--- config.mk ---
export PLATFORM = sky130hd
export DESIGN_NAME = dmem_arbiter
export DESIGN_NICKNAME = d
export VERILOG_FILES = /design/src/rtl/dmem_arb_pkg.sv /design/src/rtl/dmem_arbiter_rr_arbiter2.sv /design/src/rtl/dmem_arbiter.sv
export SDC_FILE = /design/constraint.sdc
export NUM_CORES = 1
export LEC_CHECK = 0
export ABC_AREA = 1
export BUFFER_PORTS_ARGS = -buffer_cell sky130_fd_sc_hd__buf_2
export CAP_MARGIN = 20
export CORE_ASPECT_RATIO = 1.1
export CORE_MARGIN = 2
export CORE_UTILIZATION = 45
export CTS_CLUSTER_SIZE = 10
export DETAILED_ROUTE_END_ITERATION = 8
export GPL_TIMING_DRIVEN = 0
export PLACE_DENSITY_LB_ADDON = 0.25
export SYNTH_ARGS = -nofsm -noshare
export SYNTH_HDL_FRONTEND = slang
export SYNTH_SLANG_ARGS = --single-unit
--- constraint.sdc ---
create_clock -name clk -period 1.69 [get_ports clk]
set_input_delay 0.507 -clock clk [delete_from_list [all_inputs] [get_ports clk]]
set_output_delay 0.507 -clock clk [all_outputs]
set_load 0.02 [all_outputs]
--- src/rtl/dmem_arb_pkg.sv ---
// Shared definitions for the two-port data-memory arbiter: FSM encoding,
// requester ids and the wait-counter width.
package dmem_arb_pkg;

  localparam int unsigned LAT_W = 4;

  typedef enum logic {
    ST_IDLE   = 1'b0,
    ST_ACCESS = 1'b1
  } state_e;

  localparam logic PORT_CPU = 1'b0;
  localparam logic PORT_DMA = 1'b1;

endpackage

--- src/rtl/dmem_arbiter_rr_arbiter2.sv ---
// Combinational two-way round-robin picker: a lone requester wins, a
// simultaneous pair goes to the port that did not win last time.
module rr_arbiter2
  import dmem_arb_pkg::*;
(
  input  logic [1:0] req,
  input  logic       last_grant,
  input  logic       enable,
  output logic [1:0] grant,
  output logic       grant_id
);

  always_comb begin
    grant    = '0;
    grant_id = PORT_CPU;
    case (req)
      2'b01:   grant_id = PORT_CPU;
      2'b10:   grant_id = PORT_DMA;
      2'b11:   grant_id = ~last_grant;
      default: grant_id = PORT_CPU;
    endcase
    if (enable && (|req)) grant[grant_id] = 1'b1;
  end

endmodule

--- src/rtl/dmem_arbiter.sv ---
// Shares one data-memory port between CPU (port 0) and DMA (port 1), one
// word at a time. Define DMEM_ARB_ALIGN_CHK_EN to reject misaligned accesses.
module dmem_arbiter
  import dmem_arb_pkg::*;
#(
  parameter int unsigned ADDR_W  = 32,
  parameter int unsigned DATA_W  = 32,
  parameter int unsigned MEM_LAT = 1
) (
  input  logic              clk,
  input  logic              rst,
  input  logic              m0_req,
  input  logic              m0_we,
  input  logic [ADDR_W-1:0] m0_addr,
  input  logic [DATA_W-1:0] m0_wdata,
  output logic              m0_ready,
  output logic              m0_done,
  output logic [DATA_W-1:0] m0_rdata,
  input  logic              m1_req,
  input  logic              m1_we,
  input  logic [ADDR_W-1:0] m1_addr,
  input  logic [DATA_W-1:0] m1_wdata,
  output logic              m1_ready,
  output logic              m1_done,
  output logic [DATA_W-1:0] m1_rdata,
`ifdef DMEM_ARB_ALIGN_CHK_EN
  output logic              m0_err,
  output logic              m1_err,
`endif
  output logic              mem_read,
  output logic              mem_write,
  output logic [ADDR_W-1:0] mem_addr,
  output logic [DATA_W-1:0] mem_wd,
  input  logic [DATA_W-1:0] mem_rd
);

  state_e              state_q, state_d;
  logic                owner_q, owner_d;
  logic                we_q, we_d;
  logic [ADDR_W-1:0]   addr_q, addr_d;
  logic [DATA_W-1:0]   wdata_q, wdata_d;
  logic [LAT_W-1:0]    cnt_q, cnt_d;
  logic                last_grant_q, last_grant_d;
  logic                m0_done_q, m0_done_d;
  logic                m1_done_q, m1_done_d;
  logic [DATA_W-1:0]   m0_rdata_q, m0_rdata_d;
  logic [DATA_W-1:0]   m1_rdata_q, m1_rdata_d;

  logic [1:0]          grant;
  logic                grant_id;
  logic                accept;
  logic                finish;
  logic                xfer_bad;
  logic                sel_we;
  logic [ADDR_W-1:0]   sel_addr;
  logic [DATA_W-1:0]   sel_wdata;

  rr_arbiter2 u_rr (
    .req        ({m1_req, m0_req}),
    .last_grant (last_grant_q),
    .enable     (state_q == ST_IDLE),
    .grant      (grant),
    .grant_id   (grant_id)
  );

  assign accept    = |grant;
  assign sel_we    = grant_id ? m1_we    : m0_we;
  assign sel_addr  = grant_id ? m1_addr  : m0_addr;
  assign sel_wdata = grant_id ? m1_wdata : m0_wdata;

`ifdef DMEM_ARB_ALIGN_CHK_EN
  // Misaligned transactions are flagged at accept and never strobe memory.
  logic bad_q, bad_d;
  logic m0_err_q, m0_err_d;
  logic m1_err_q, m1_err_d;

  assign xfer_bad = bad_q;
  assign m0_err   = m0_err_q;
  assign m1_err   = m1_err_q;

  always_comb begin
    bad_d    = bad_q;
    m0_err_d = 1'b0;
    m1_err_d = 1'b0;
    if (accept) bad_d = (sel_addr[1:0] != 2'b00);
    if (finish && bad_q) begin
      m0_err_d = (owner_q == PORT_CPU);
      m1_err_d = (owner_q == PORT_DMA);
    end
  end

  always_ff @(posedge clk) begin
    if (!rst) begin
      bad_q    <= 1'b0;
      m0_err_q <= 1'b0;
      m1_err_q <= 1'b0;
    end else begin
      bad_q    <= bad_d;
      m0_err_q <= m0_err_d;
      m1_err_q <= m1_err_d;
    end
  end
`else
  assign xfer_bad = 1'b0;
`endif

  // Writes and rejected accesses take one ACCESS cycle; reads run until the counter drains.
  assign finish = (state_q == ST_ACCESS) && (we_q || xfer_bad || (cnt_q == '0));

  always_ff @(posedge clk) begin
    if (!rst) begin
      state_q      <= ST_IDLE;
      owner_q      <= PORT_CPU;
      we_q         <= 1'b0;
      addr_q       <= '0;
      wdata_q      <= '0;
      cnt_q        <= '0;
      last_grant_q <= PORT_DMA;
      m0_done_q    <= 1'b0;
      m1_done_q    <= 1'b0;
      m0_rdata_q   <= '0;
      m1_rdata_q   <= '0;
    end else begin
      state_q      <= state_d;
      owner_q      <= owner_d;
      we_q         <= we_d;
      addr_q       <= addr_d;
      wdata_q      <= wdata_d;
      cnt_q        <= cnt_d;
      last_grant_q <= last_grant_d;
      m0_done_q    <= m0_done_d;
      m1_done_q    <= m1_done_d;
      m0_rdata_q   <= m0_rdata_d;
      m1_rdata_q   <= m1_rdata_d;
    end
  end

  always_comb begin
    state_d = state_q;
    case (state_q)
      ST_IDLE:   if (accept) state_d = ST_ACCESS;
      ST_ACCESS: if (finish) state_d = ST_IDLE;
      default:   state_d = ST_IDLE;
    endcase
  end

  always_comb begin
    mem_read  = 1'b0;
    mem_write = 1'b0;
    mem_addr  = '0;
    mem_wd    = '0;
    m0_ready  = grant[PORT_CPU];
    m1_ready  = grant[PORT_DMA];
    if (state_q == ST_ACCESS) begin
      mem_addr = addr_q;
      if (!xfer_bad) begin
        mem_write = we_q;
        mem_read  = !we_q;
        if (we_q) mem_wd = wdata_q;
      end
    end
  end

  // Transaction latch, wait counter and completion/read-data capture.
  always_comb begin
    owner_d      = owner_q;
    we_d         = we_q;
    addr_d       = addr_q;
    wdata_d      = wdata_q;
    cnt_d        = cnt_q;
    last_grant_d = last_grant_q;
    m0_done_d    = 1'b0;
    m1_done_d    = 1'b0;
    m0_rdata_d   = m0_rdata_q;
    m1_rdata_d   = m1_rdata_q;
    if (accept) begin
      owner_d      = grant_id;
      we_d         = sel_we;
      addr_d       = sel_addr;
      wdata_d      = sel_wdata;
      cnt_d        = LAT_W'(MEM_LAT);
      last_grant_d = grant_id;
    end else if (finish) begin
      m0_done_d = (owner_q == PORT_CPU);
      m1_done_d = (owner_q == PORT_DMA);
      if (!we_q && !xfer_bad) begin
        if (owner_q == PORT_CPU) m0_rdata_d = mem_rd;
        else                     m1_rdata_d = mem_rd;
      end
    end else if (state_q == ST_ACCESS) begin
      cnt_d = cnt_q - LAT_W'(1);
    end
  end

  assign m0_done  = m0_done_q;
  assign m1_done  = m1_done_q;
  assign m0_rdata = m0_rdata_q;
  assign m1_rdata = m1_rdata_q;

endmodule

==> summary.txt <==
outcome: finished with violations
failing checks: negative setup slack
CP peak stage delay: 0.33 ns
first-pass GRT wire length: 34300 µm
WS Path Type: register to primary output
most numerous cell in the Yosys netlist: nand2_1
CTS tree: yes
DRC viols: 0
CP arrival: 1.43 ns
hold path startpoint: m1_we
Crit-path slowest cell: dfxtp_2
core area: 14300 µm²
number of port buffers: 298
drt total wl: 22100 µm
Peak Freq: 516 MHz
Rows: 46
final hold violation count: 0
final worst slack: -0.249 ns
Initial Utilization: 45.7%
TNS Setup: -11.97 ns
VDD IR-drop max: 0.503 mV
fin crit period: 1.94 ns
area leader, netlist: dfxtp_1
syn_nets: 1193
clock sinks: 138
Max-slew headroom: 61.8%
CTS root buffer: clkbuf_16
DRT iter0 DRCs: 413
Layout area overhead: 46.5%
static leakage: 5.09 nW
Int Pwr: 6.51 mW
Least-Margin Pin Slew: 0.573 ns
Final period util: 115%
Distinct cells, synth: 22
met2 GRT Util: 51.0%
Reg power frac: 38.9%
# hold bufs at CTS: 0
worst skew pair latency: 0.42 ns
Max Cap Viol: 0
routability cong.: 0.880
min-delay worst type: input port to register
final core utilization: 67.0%
largest net degree at the start of global routing: 17
hold path cells: 3
Crit. Startpoint: state_q
Via Count: 7647
Startpoint Class: register
Synth Cell Area: 6550 µm²
Yosys top cell area share: 42.2%
H-tree depth: 4
Num CTS Buffers: 17
Worst-path clk slew: 0.06 ns
Reg-to-Reg Start: state_q
Hold Slack: 0.290 ns
layout cells sized above 1: 32.0%
Setup WS pre-CTS: -0.572 ns
top cells by count, synth: nand2_1, dfxtp_1, nor2_1
GR peak layer: met2
clock skew: 0.0102 ns
synthesized flop and latch total: 138
post-synthesis sequential area ratio: 42.2%
die height: 131 µm
GRT overflow: 0
Comb pwr share: 24.0%
HPWL Detailed: 16200 µm
IO Count: 300
Clk pwr share: 37.1%
DRT Pass-1 Iters: 8
Post-DRT Antenna Nets: 0
Max FO, Critical Path: 9
Buf+Inv Stages, Crit Path: 3
fill cell count: 1315
Crit. End Element: primary output
r2r setup slk: 0.09 ns
Routed WL per cell: 14.2 µm
die width: 119 µm
initial antenna violation count: 2
CP top delay family: buffers and inverters
crit-path cells: buf_12 > nand2_8 > clkbuf_16 > nor2_4 > buf_6
GR Util All Layers: 27.9%
Layout Nets: 1519
syn_area_per_cell: 6.39 µm²
largest cells by area after synthesis: dfxtp_1, nand2_1, nand3_1
R2R depth: 8
cell count after synthesis: 1026
final setup vio count: 68
RSZ-0062 raised after global routing: yes
met1 usage: 32.1%
Synth Flop Type: dfxtp_1
met3 Use GR: 6.38%
clock buffer depth: 2
CP required: 1.18 ns
RR Endpoint: m1_rdata[20]
sw frac: 31.7%
Sw Pwr: 3.02 mW
vias per cell: 4.91
max-slew violation count: 0
Yosys warning total: 0
count of flip-flops with a built-in enable after synthesis: 0
asr flop ratio synth: 0%
die area: 15500 µm²
vias in the first global route: 7052
P per Cell Area: 992 nW/µm²
Hold EP: we_q
==> area by class of cell <==
class | count | area, µm² | area share [%]
Antenna cell | 1 | 2.50 | 0.0261
Buffer | 73 | 459 | 4.78
Clock buffer | 21 | 470 | 4.90
Clock inverter | 11 | 96.3 | 1.00
Inverter | 106 | 408 | 4.25
Multi-Input combinational cell | 710 | 3300 | 34.3
Sequential cell | 138 | 2770 | 28.8
Tap cell | 192 | 240 | 2.50
Timing Repair Buffer | 306 | 1860 | 19.3
==> cell families (layout without fill, tap and decap cells) <==
| group | count (synthesis) | in the layout | share of synthesized area [%] |
|---|---|---|---|
| AOI/OAI and AO/OA | 129 | 129 | 9.97 |
| adders and majority gates | 1 | 1 | 0.191 |
| and+or+nand+nor | 578 | 579 | 36.2 |
| other | 0 | 1 | 0 |
| buffers and inverters | 179 | 517 | 11.3 |
| DFF | 138 | 138 | 42.2 |
| xor gates and xnor gates | 1 | 1 | 0.134 |
==> cell usage in the layout, fill, tap and decap left out, types with 2 or more instances in the layout <==
cell type / n
nand2_2: 8
nor2_1: 77
clkinvlp_4: 5
clkbuf_16: 23
o21ai_1: 21
clkbuf_4: 3
inv_1: 97
nor2_2: 8
buf_6: 39
nand2_1: 322
inv_2: 7
buf_1: 6
a21oi_1: 85
clkbuf_1: 27
buf_2: 269
dfxtp_2: 2
nor3_1: 32
nand3_1: 102
dfxtp_1: 135
nand2_4: 2
nor2_4: 27
buf_4: 25
clkinv_2: 4
clkbuf_2: 3
o21ai_0: 20
inv_6: 2
clkbuf_8: 3
==> per-layer routing <==
metal | vias to the layer above | share of wire, %
li1 | 3853 | -
met1 | 3467 | 40
met2 | 281 | 50
met3 | 44 | 7.1
met4 | 2 | 2.7
met5 | - | 0.063
==> power by group through the flow <==
stage	Combinational, mW	Sequential (mW)	Clock (mW)
floorplan	1.17	3.90	0
global placement	2.03	3.75	0
detailed placement	2.05	3.76	0
CTS	2.25	3.70	3.57
global route	2.52	3.74	3.71
finish	2.28	3.71	3.53
==> metrics by stage <==
stage / std cells / power [mW] / cell area, µm²
finish: 1558 / 9.52 / 9600
global route: 1558 / 9.97 / 9600
CTS: 1557 / 9.52 / 9550
detailed placement: 1516 / 5.81 / 8290
global placement: 1516 / 5.78 / 8290
floorplan: 1026 / 5.07 / 6550
==> worst max path at each step <==
| stage | end | slack (ns) | depth (start not counted) |
|---|---|---|---|
| 3_5_place_dp | m0_ready | -0.57 | 7 |
| 5_1_grt | m0_ready | -0.30 | 5 |
| 6_report | mem_wd[30] | -0.25 | 5 |
| 4_1_cts | m0_ready | -0.28 | 5 |
| 3_3_place_gp | m0_ready | -0.57 | 7 |
| 2_1_floorplan | m0_ready | 0.00007 | 5 |
==> registers in the layout, summed over array words and instances, names as in the netlist <==
register,flops
addr_q,32
cnt_q,4
last_grant_q,1
m0_done,1
m0_rdata,32
m1_done,1
m1_rdata,32
owner_q,1
state_q,1
wdata_q,32
we_q,1
==> worst min-delay path: cells and delay by family <==
kind	cells	cell delay [ns]
and+or+nand+nor	2	0.09
buffers and inverters	1	0.08
==> timing repair <==
action,4_1_cts,5_1_grt
setup buffers,5,0
pin swaps,1,1
hold endpoints to repair,0,0
resized for setup,173,25
endpoints found under the setup margin,68,91
cloned,4,0
Note: power is estimated with default switching activity, not from simulation.
